File: src/rtl/iq_pkg.sv
// Shared types, default widths and output saturation for the IQ lock-in accumulator.
package iq_pkg;

    localparam int DEF_ADC_W = 14;
    localparam int DEF_REF_W = 16;
    localparam int DEF_ACC_W = 48;
    localparam int DEF_N_W   = 16;
    localparam int DEF_SHIFT = 16;
    localparam int DEF_OUT_W = 32;
    localparam int DEF_SAT_W = 26;

    typedef enum logic [2:0] {
        IDLE,
        ACUM,
        DRAIN,
        ESCALA,
        LANZA,
        FIN
    } state_t;

    typedef struct packed {
        logic                        clip;
        logic signed [DEF_SAT_W-1:0] val;
    } sat_t;

    localparam logic signed [DEF_ACC_W-1:0] SAT_MAX =
        {{(DEF_ACC_W-DEF_SAT_W+1){1'b0}}, {(DEF_SAT_W-1){1'b1}}};
    localparam logic signed [DEF_ACC_W-1:0] SAT_MIN =
        {{(DEF_ACC_W-DEF_SAT_W+1){1'b1}}, {(DEF_SAT_W-1){1'b0}}};

    // Clamp a scaled accumulator into the signed SAT_W range the arctan2 stage can take.
    function automatic sat_t saturate(input logic signed [DEF_ACC_W-1:0] x);
        sat_t r;
        if (x > SAT_MAX) begin
            r.clip = 1'b1;
            r.val  = SAT_MAX[DEF_SAT_W-1:0];
        end else if (x < SAT_MIN) begin
            r.clip = 1'b1;
            r.val  = SAT_MIN[DEF_SAT_W-1:0];
        end else begin
            r.clip = 1'b0;
            r.val  = x[DEF_SAT_W-1:0];
        end
        return r;
    endfunction

endpackage

File: src/rtl/mac_canal.sv
// Two-stage multiply-accumulate channel: registered full-precision product, then
// sign-extended accumulation.
module mac_canal #(
    parameter int A_W   = 14,
    parameter int B_W   = 16,
    parameter int ACC_W = 48
) (
    input  logic                    clk,
    input  logic                    rst_n,
    input  logic                    clr,
    input  logic                    en,
    input  logic signed [A_W-1:0]   a,
    input  logic signed [B_W-1:0]   b,
    output logic signed [ACC_W-1:0] acc
);

    localparam int P_W = A_W + B_W;

    logic signed [P_W-1:0]   prod_q, prod_d;
    logic                    vld_q, vld_d;
    logic signed [ACC_W-1:0] acc_q, acc_d;

    always_comb begin
        prod_d = prod_q;
        vld_d  = en && !clr;
        acc_d  = acc_q;
        if (en) begin
            prod_d = P_W'(a) * P_W'(b);
        end
        if (clr) begin
            acc_d = '0;
        end else if (vld_q) begin
            acc_d = acc_q + {{(ACC_W-P_W){prod_q[P_W-1]}}, prod_q};
        end
    end

    always_ff @(posedge clk or negedge rst_n) begin
        if (!rst_n) begin
            prod_q <= '0;
            vld_q  <= 1'b0;
            acc_q  <= '0;
        end else begin
            prod_q <= prod_d;
            vld_q  <= vld_d;
            acc_q  <= acc_d;
        end
    end

    assign acc = acc_q;

endmodule

File: src/rtl/iq_acumulador.sv
// Lock-in I/Q accumulator feeding the arctan2 phase divider: sample counting,
// scaling/saturation and the Start/Done handshake.
//
// state  | meaning
// IDLE   | waiting for Meas_start with a non-zero sample count
// ACUM   | accepting samples until the latched count is reached
// DRAIN  | last product settles into the accumulators
// ESCALA | shift, saturate and register I/Q outputs
// LANZA  | Atan_start held until Atan_done
// FIN    | one-cycle Ready pulse
module iq_acumulador
    import iq_pkg::*;
#(
    parameter int ADC_W = DEF_ADC_W,
    parameter int REF_W = DEF_REF_W,
    parameter int ACC_W = DEF_ACC_W,
    parameter int N_W   = DEF_N_W,
    parameter int SHIFT = DEF_SHIFT,
    parameter int OUT_W = DEF_OUT_W,
    parameter int SAT_W = DEF_SAT_W
) (
    input  logic                    CLK,
    input  logic                    RSTa,
    input  logic                    Meas_start,
    input  logic [N_W-1:0]          N_samples,
    input  logic                    Sample_valid,
    input  logic signed [ADC_W-1:0] Adc,
    input  logic signed [REF_W-1:0] Ref_sin,
    input  logic signed [REF_W-1:0] Ref_cos,
    input  logic                    Atan_done,
    output logic signed [OUT_W-1:0] Q_out,
    output logic signed [OUT_W-1:0] I_out,
    output logic                    Atan_start,
    output logic                    Busy,
    output logic                    Ready,
    output logic                    Sat
);

    state_t                  state_q, state_d;
    logic [N_W-1:0]          n_q, n_d;
    logic [N_W-1:0]          cnt_q, cnt_d;
    logic                    sat_q, sat_d;
    logic signed [OUT_W-1:0] i_q, i_d;
    logic signed [OUT_W-1:0] q_q, q_d;

    logic                    acc_clr;
    logic                    accept;
    logic signed [ACC_W-1:0] acc_i, acc_q;
    sat_t                    sat_i, sat_q_ch;

    mac_canal #(
        .A_W   (ADC_W),
        .B_W   (REF_W),
        .ACC_W (ACC_W)
    ) u_mac_i (
        .clk   (CLK),
        .rst_n (RSTa),
        .clr   (acc_clr),
        .en    (accept),
        .a     (Adc),
        .b     (Ref_cos),
        .acc   (acc_i)
    );

    mac_canal #(
        .A_W   (ADC_W),
        .B_W   (REF_W),
        .ACC_W (ACC_W)
    ) u_mac_q (
        .clk   (CLK),
        .rst_n (RSTa),
        .clr   (acc_clr),
        .en    (accept),
        .a     (Adc),
        .b     (Ref_sin),
        .acc   (acc_q)
    );

    assign sat_i    = saturate(acc_i >>> SHIFT);
    assign sat_q_ch = saturate(acc_q >>> SHIFT);

    always_comb begin
        state_d = state_q;
        n_d     = n_q;
        cnt_d   = cnt_q;
        sat_d   = sat_q;
        i_d     = i_q;
        q_d     = q_q;
        acc_clr = 1'b0;
        accept  = 1'b0;
        case (state_q)
            IDLE: begin
                if (Meas_start && (N_samples != '0)) begin
                    state_d = ACUM;
                    n_d     = N_samples;
                    cnt_d   = '0;
                    sat_d   = 1'b0;
                    acc_clr = 1'b1;
                end
            end
            ACUM: begin
                // The count compare is on the registered counter, so the cycle after
                // the Nth sample lets stage 2 absorb it while nothing new is accepted.
                if (cnt_q == n_q) begin
                    state_d = DRAIN;
                end else if (Sample_valid) begin
                    accept = 1'b1;
                    cnt_d  = cnt_q + 1'b1;
                end
            end
            DRAIN: begin
                state_d = ESCALA;
            end
            ESCALA: begin
                i_d     = {{(OUT_W-SAT_W){sat_i.val[SAT_W-1]}}, sat_i.val};
                q_d     = {{(OUT_W-SAT_W){sat_q_ch.val[SAT_W-1]}}, sat_q_ch.val};
                sat_d   = sat_q | sat_i.clip | sat_q_ch.clip;
                state_d = LANZA;
            end
            LANZA: begin
                if (Atan_done) begin
                    state_d = FIN;
                end
            end
            FIN: begin
                state_d = IDLE;
            end
            default: begin
                state_d = IDLE;
            end
        endcase
    end

    always_ff @(posedge CLK or negedge RSTa) begin
        if (!RSTa) begin
            state_q <= IDLE;
            n_q     <= '0;
            cnt_q   <= '0;
            sat_q   <= 1'b0;
            i_q     <= '0;
            q_q     <= '0;
        end else begin
            state_q <= state_d;
            n_q     <= n_d;
            cnt_q   <= cnt_d;
            sat_q   <= sat_d;
            i_q     <= i_d;
            q_q     <= q_d;
        end
    end

    // Handshake outputs decode the state register directly so reset drops them at once.
    assign Atan_start = (state_q == LANZA);
    assign Busy       = (state_q != IDLE);
    assign Ready      = (state_q == FIN);
    assign Sat        = sat_q;
    assign I_out      = i_q;
    assign Q_out      = q_q;

endmodule

File: config.mk
export PLATFORM = sky130hd
export DESIGN_NAME = iq_acumulador
export DESIGN_NICKNAME = d
export VERILOG_FILES = /design/src/rtl/iq_pkg.sv /design/src/rtl/mac_canal.sv /design/src/rtl/iq_acumulador.sv
export SDC_FILE = /design/constraint.sdc
export NUM_CORES = 2
export LEC_CHECK = 0
export BUFFER_PORTS_ARGS = -buffer_cell sky130_fd_sc_hd__buf_2
export CORE_MARGIN = 3
export CORE_UTILIZATION = 30
export CTS_CLUSTER_DIAMETER = 120
export DETAILED_ROUTE_END_ITERATION = 8
export GPL_TIMING_DRIVEN = 0
export PLACE_DENSITY = 0.56
export SLEW_MARGIN = 10
export SYNTH_ARGS = -nofsm -noshare
export SYNTH_HDL_FRONTEND = slang
export SYNTH_SLANG_ARGS = --single-unit
File: constraint.sdc
create_clock -name CLK -period 3.3 [get_ports CLK]
set_input_delay 0.33 -clock CLK [delete_from_list [all_inputs] [get_ports CLK]]
set_output_delay 0.33 -clock CLK [all_outputs]
set_load 0.05 [all_outputs]
Yosys cells after proc, flatten, opt, wreduce, memory -nomap -nowiden
Cells that the tools add are included.
{"block": "word_totals", "reg_bits": 245, "latchBits": 0, "ramBits": 0, "mem_bits_ro": 0, "input_bits": 67, "word_cells": 69, "mem_count": 0}
{"block": "op_classes", "n_addsub": 3, "n_mul": 2, "div_mod_pow": 0, "n_lt_le_gt_ge": 4, "n_eq_ne": 11, "n_shift": 0, "muxes": 23, "bitwise_logic": 2, "reduce_logical": 13}
{"cell": "$mux W48", "n": 4}
{"cell": "$mux W27", "n": 4}
{"cell": "$add A48 B48 Y48", "n": 2}
{"cell": "$gt A32 B26 Y1 const B", "n": 2}
{"cell": "$lt A32 B26 Y1 const B", "n": 2}
{"cell": "$mul A14 B16 Y30", "n": 2}
{"cell": "$mux W16", "n": 3}
{"cell": "$pmux W16 S2", "n": 1}
{"cell": "$add A16 B1 Y16 const B", "n": 1}
{"cell": "$eq A16 B16 Y1", "n": 1}
{"cell": "$reduce_bool A16 Y1", "n": 1}
{"cell": "$pmux W3 S5", "n": 1}
{"cell": "$ne A2 B2 Y1 const B", "n": 5}
{"cell": "$mux W3", "n": 3}
{"cell": "$eq A3 B2 Y1 const B", "n": 2}
{"cell": "$eq A3 B3 Y1 const B", "n": 2}
{"cell": "$mux W1", "n": 6}
{"cell": "$reduce_bool A2 Y1", "n": 3}
{"cell": "$reduce_and A2 Y1", "n": 2}
{"cell": "$reduce_and A4 Y1", "n": 1}
{"cell": "$eq A3 B1 Y1 const B", "n": 1}
{"cell": "$logic_not A3 Y1", "n": 1}
{"cell": "$reduce_and A3 Y1", "n": 1}
{"cell": "$reduce_bool A3 Y1", "n": 1}
{"cell": "other kinds (4)", "n": 6}

Depth between registers and ports, before layout
{"block": "logic_depth", "word_depth": 6, "ltp_mapped": 25}

Cells and area by module
Synthesis repeated with hierarchy kept, for this count alone.
{"block": "hier_totals", "cells_unflattened": 3584, "hier_area_um2": 32426.1}
{"module": "mac_canal at u_mac_i", "n_inst": 1, "cells_each": 1589, "area_per_inst_um2": 14197.4}
{"module": "mac_canal at u_mac_q", "n_inst": 1, "cells_each": 1523, "area_per_inst_um2": 13938.4}
{"module": "iq_acumulador", "n_inst": 1, "cells_each": 472, "area_per_inst_um2": 4290.4}

Worst setup path before layout
No wires, ideal clock.
{"block": "synth_path", "path_kind": "input to register", "start": "input port Adc[13]", "end": "register u_mac_q.prod_q[28]", "t_arrival_ns": 6.167, "required_time_ns": 3.171, "setup_slack_ns": -2.996, "stages": 22, "path_cell_list": "inv_1 > clkbuf_1 > fa_1 > fa_1 > inv_1 > fa_1 > fa_1 > fa_1 > inv_1 > fa_1 > inv_1 > ha_1 > a21o_1 > a21o_1 > a211o_1 > a31oi_4 > a31oi_2 > a41o_1 > or4_1 > a31oi_1 > xor2_1 > o21ai_1"}
{"block": "synth_between", "elab_chain_cells": 1}
{"item": "start, declared", "line": "iq_acumulador.sv:27", "source": "input logic signed [ADC_W-1:0] Adc,"}
{"item": "$mul A14 B16 Y30", "line": "mac_canal.sv:28", "source": "prod_d = P_W'(a) * P_W'(b);"}
{"item": "end signal, assigned", "line": "mac_canal.sv:43", "source": "prod_q <= prod_d;"}
{"item": "end, declared", "line": "mac_canal.sv:19", "source": "logic signed [P_W-1:0] prod_q, prod_d;"}
Every way passes these cells.
A chain may end at the register's enable or synchronous reset.

Worst setup path after layout
{"block": "layout_path", "start": "input port Adc[9]", "end": "register u_mac_q.prod_q[28]"}
The elaborated chain is that of the path after synthesis.

==> load_flow_metrics.sql <==
INSERT INTO impl_metrics (metric_group, metric, value, unit) VALUES
('status', 'status', 'complete, but fails checks', ''),
('status', 'failed_checks', 'setup timing', ''),
('routing', 'drt-wirelength-per-cell', '17.5', 'um'),
('yosys', 'synth-main-ff-cell', 'sky130_fd_sc_hd__dfrtp_1', ''),
('critical_path', 'cp_launch_type', 'input pin', ''),
('timing', 'rsz_0062_raised_after_global_routing', 'yes', ''),
('routing', 'routed-via-count', '25200', ''),
('timing', 'fin_worst_skew', '0.0159', 'ns'),
('die', 'initial_standard_cell_utilization_of_the_core', '0.305', ''),
('timing', 'max_freq', '167', 'MHz'),
('timing', 'worstMarginPinSlew', '1.16', 'ns'),
('final_layout', 'design_area', '38400', 'um2'),
('yosys', 'seq_area_frac_synth', '0.193', ''),
('timing', 'final_critical_path_setup_slack', '-2.68', 'ns'),
('routing', 'drtPass1Iterations', '8', ''),
('yosys', 'synth_cell_types', '74', ''),
('critical_path', 'timing.critical_path.max_delay_family', 'adder cells', ''),
('critical_path', 'critical_path_class', 'in2reg', ''),
('critical_path', 'reg2reg_setup_slack', '-0.10', 'ns'),
('timing', 'timing.final.crit_share', '1.81', ''),
('worst_hold_path', 'min_path_cells', '3', ''),
('grt', 'wire_length_of_the_first_global_routing_pass', '148', 'mm'),
('critical_path', 'reg2reg_to', 'u_mac_i.prod_q[25]', ''),
('yosys', 'synth-seq-cells', '245', ''),
('yosys', 'synthesized_netlist_cell_count', '3574', ''),
('yosys', 'synth.top_cell.area_share', '0.277', ''),
('grt', 'grt_start_max_net_pins', '106', ''),
('critical_path', 'timing.rr.start', 'cnt_q[12]', ''),
('grt', 'initial_antenna_violation_count', '10', ''),
('timing', 'number_of_setup_violations_in_the_final_report', '51', ''),
('critical_path', 'critical-path-slowest-cell', 'sky130_fd_sc_hd__fa_1', ''),
('routing', 'total_wire_length', '91.8', 'mm'),
('yosys', 'synthesis.nets', '4318', ''),
('clock_network', 'buffer_depth_of_the_longest_clock_path', '3', ''),
('routing', 'drc_violation_count_after_routing', '0', ''),
('grt', 'first_global_vias', '26300', ''),
('clock_network', 'tritoncts_clock_tree', 'yes', ''),
('die', 'floorplan.die.width', '332', 'um'),
('critical_path', 'crit_path_end_kind', 'register', ''),
('yosys', 'synth_edf_count', '0', ''),
('final_layout', 'filler_cell_count', '10600', ''),
('clock_network', 'cts_buffers', '27', ''),
('timing', 'timing.final.max_slew_violations', '0', ''),
('final_layout', 'area_growth_syn_to_layout', '20.6', '%'),
('yosys', 'synth_async_sr_flop_share', '1.00', ''),
('critical_path', 'worst-r2r-cell-count', '10', ''),
('die', 'core_region_area', '104000', 'um2'),
('placed_design', 'gp_routability_congestion', '0.864', ''),
('worst_hold_path', 'hp-start', 'Adc[0]', ''),
('timing', 'worst_slew_margin_rel', '0.227', ''),
('yosys', 'post_synth_instance_area', '31800', 'um2'),
('grt', 'globalRoute.totalOverflow', '0', ''),
('yosys', 'ys_top_cells_by_area', 'sky130_fd_sc_hd__fa_1 28%, sky130_fd_sc_hd__dfrtp_1 19%, sky130_fd_sc_hd__ha_1 9.3%, sky130_fd_sc_hd__inv_1 6.3%, sky130_fd_sc_hd__nand2_1 5.4%', ''),
('clock_network', 'cts_root_buf', 'sky130_fd_sc_hd__clkbuf_16', ''),
('routing', 'routed_via_density', '4.82', ''),
('job', 'number_of_violations_of_the_max_capacitance_limit', '0', ''),
('worst_hold_path', 'hold_path.class', 'in2reg', ''),
('die', 'rows', '118', ''),
('final_layout', 'drive_gt1_frac', '0.160', ''),
('timing', 'fin_crit', '5.98', 'ns'),
('critical_path', 'critical_path.n_buffers_inverters', '6', ''),
('critical_path', 'critical-path-max-stage-delay', '0.54', 'ns'),
('clock_network', 'clkLatencyLatePin', '0.56', 'ns'),
('critical_path', 'worst-endpoint-required', '3.73', 'ns'),
('placed_design', 'placed_area', '34800', 'um2'),
('yosys', 'synth.avg_cell_area', '8.90', 'um2'),
('placed_design', 'number_of_buffers_inserted_by_port_buffering', '134', ''),
('critical_path', 'timing.critical_path.mode_cell', 'sky130_fd_sc_hd__fa_1', ''),
('grt', 'grt_util_all_layers', '0.167', ''),
('die', 'floorplan.die.height', '332', 'um'),
('clock_network', 'clock_sinks', '245', '');
==> sequential cells by signal, summed over array words and instances, names as in the netlist <==
name,cells
u_mac_q.acc,48
u_mac_q.prod_q,30
u_mac_i.acc,48
Q_out,26
I_out,26
n_q,16
state_q,3
Sat,1
u_mac_i.prod_q,30
cnt_q,16
u_mac_q.vld_q,1
==> worst max path at each step <==
stage	from	endpoint	slack (ns)	cells past startpoint
CTS	Adc[2]	u_mac_q.prod_q[28]	-2.77	26
floorplan	Adc[2]	u_mac_q.prod_q[28]	-2.70	25
finish	Adc[9]	u_mac_q.prod_q[28]	-2.68	24
global placement	Adc[0]	u_mac_q.prod_q[28]	-4.24	23
global route	Ref_sin[9]	u_mac_q.prod_q[28]	-2.86	24
detailed placement	Adc[0]	u_mac_q.prod_q[28]	-4.23	23
==> Yosys cell counts (4+ instances only) <==
| library cell | instances |
|---|---|
| sky130_fd_sc_hd__o21bai_1 | 24 |
| sky130_fd_sc_hd__a221o_1 | 6 |
| sky130_fd_sc_hd__inv_1 | 532 |
| sky130_fd_sc_hd__dfrtp_1 | 245 |
| sky130_fd_sc_hd__xnor2_1 | 118 |
| sky130_fd_sc_hd__or3_1 | 12 |
| sky130_fd_sc_hd__nor3b_1 | 5 |
| sky130_fd_sc_hd__a21oi_1 | 203 |
| sky130_fd_sc_hd__a21boi_0 | 7 |
| sky130_fd_sc_hd__nor3_1 | 23 |
| sky130_fd_sc_hd__xor2_1 | 54 |
| sky130_fd_sc_hd__o21ai_0 | 183 |
| sky130_fd_sc_hd__buf_1 | 10 |
| sky130_fd_sc_hd__and2_1 | 236 |
| sky130_fd_sc_hd__nor2_1 | 177 |
| sky130_fd_sc_hd__and3_1 | 24 |
| sky130_fd_sc_hd__fa_1 | 440 |
| sky130_fd_sc_hd__o21ai_1 | 8 |
| sky130_fd_sc_hd__nor4_1 | 8 |
| sky130_fd_sc_hd__a41oi_1 | 6 |
| sky130_fd_sc_hd__nand2b_1 | 25 |
| sky130_fd_sc_hd__o211ai_1 | 12 |
| sky130_fd_sc_hd__or4_1 | 4 |
| sky130_fd_sc_hd__buf_4 | 12 |
| sky130_fd_sc_hd__a211o_1 | 10 |
| sky130_fd_sc_hd__mux2i_1 | 54 |
| sky130_fd_sc_hd__or2_2 | 6 |
| sky130_fd_sc_hd__ha_1 | 237 |
| sky130_fd_sc_hd__a31oi_1 | 13 |
| sky130_fd_sc_hd__mux2_2 | 10 |
| sky130_fd_sc_hd__nand2_1 | 459 |
| sky130_fd_sc_hd__and4_1 | 5 |
| sky130_fd_sc_hd__a211oi_1 | 18 |
| sky130_fd_sc_hd__o21a_1 | 21 |
| sky130_fd_sc_hd__a21o_1 | 91 |
| sky130_fd_sc_hd__nand3_1 | 30 |
| sky130_fd_sc_hd__nor2b_1 | 11 |
| sky130_fd_sc_hd__clkbuf_1 | 151 |
| sky130_fd_sc_hd__nand4_1 | 24 |
| sky130_fd_sc_hd__o22ai_1 | 6 |
==> kinds of logic (layout without fill, tap and decap cells) <==
kind of cell,count (synthesis),after routing,share of synthesized area
and+or+nand+nor,1062,1062,0.159
buffers and inverters,705,986,0.0846
adders and majority gates,677,677,0.370
AOI/OAI and AO/OA,649,649,0.126
DFF,245,245,0.193
xor gates and xnor gates,172,172,0.0473
muxes,64,64,0.0205
other,0,6,0
==> worst reg2reg max path: cells and delay by family, from the launching register on <==
family	cells	cell delay (ns)
buffers and inverters	3	1.54
and+or+nand+nor	5	0.99
DFF	1	0.45
xor gates and xnor gates	1	0.25
AOI/OAI and AO/OA	1	0.09
==> per-layer routing <==
layer  vias up  GRT usage  wire length, um
met5         -          0               13
met4         2     0.0302             1360
met3        81     0.0193             4790
met2       569      0.276            42800
met1     12600      0.238            42900
li1      12000          -                -
==> what timing repair did <==
action                     CTS  global route
pin swaps                   86           128
hold buffers                17             0
buffers inserted            47            39
setup endpoints to repair   64            85
hold endpoints to repair    57             0
gates cloned                 1             0
gates resized for setup    314           128
==> placed cells by master, fill, tap and decap left out, types with 12 or more instances in the layout <==
cell type and instances:
sky130_fd_sc_hd__inv_1 509, sky130_fd_sc_hd__nand2_1 447, sky130_fd_sc_hd__fa_1 421, sky130_fd_sc_hd__dfrtp_1 243, sky130_fd_sc_hd__and2_1 220, sky130_fd_sc_hd__ha_1 192, sky130_fd_sc_hd__nor2_1 169, sky130_fd_sc_hd__a21oi_1 165
sky130_fd_sc_hd__o21ai_0 129, sky130_fd_sc_hd__buf_2 126, sky130_fd_sc_hd__xnor2_1 100, sky130_fd_sc_hd__a21o_1 91, sky130_fd_sc_hd__buf_4 78, sky130_fd_sc_hd__clkbuf_1 75, sky130_fd_sc_hd__mux2i_1 54, sky130_fd_sc_hd__o21ai_1 53
sky130_fd_sc_hd__xor2_1 46, sky130_fd_sc_hd__ha_4 41, sky130_fd_sc_hd__clkbuf_16 38, sky130_fd_sc_hd__clkbuf_8 31, sky130_fd_sc_hd__a21oi_2 31, sky130_fd_sc_hd__nand3_1 27, sky130_fd_sc_hd__nand2b_1 24, sky130_fd_sc_hd__nand4_1 24
sky130_fd_sc_hd__and3_1 23, sky130_fd_sc_hd__inv_2 21, sky130_fd_sc_hd__o21a_1 21, sky130_fd_sc_hd__o21bai_1 21, sky130_fd_sc_hd__buf_6 20, sky130_fd_sc_hd__nor3_1 19, sky130_fd_sc_hd__fa_2 19, sky130_fd_sc_hd__clkbuf_4 17
sky130_fd_sc_hd__dlygate4sd3_1 17, sky130_fd_sc_hd__and2_4 16, sky130_fd_sc_hd__a211oi_1 14, sky130_fd_sc_hd__clkbuf_2 12, sky130_fd_sc_hd__or3_1 12, sky130_fd_sc_hd__o211ai_1 12
==> final cells by class <==
class                      instances  area, um2  share of cell area
multi-input combinational       2624      24500               0.639
inverter                         532       2000              0.0522
sequential                       245       6140               0.160
buffer                           172       1350              0.0352
timing repair buffer             233       1640              0.0427
clock inverter                    16        233             0.00606
tap                             1380       1730              0.0450
antenna                            6       15.0            0.000391
clock buffer                      33        748              0.0195
==> through the flow <==
step	utilization	instances	hold slack [ns]	TNS (ns)	setup WS, ns
floorplan	-	3574	0.0344	-84.88	-2.70
global placement	0.333	5088	0.460	-794.99	-4.24
detailed placement	0.334	5090	0.261	-140.01	-4.23
CTS	0.360	5203	0.0583	-85.68	-2.77
global route	0.367	5236	0.0980	-94.31	-2.86
finish	0.368	5241	0.0921	-85.65	-2.68
Power is not shown: default switching activity piles up to over one toggle a cycle in this logic, so the estimate is an artifact.
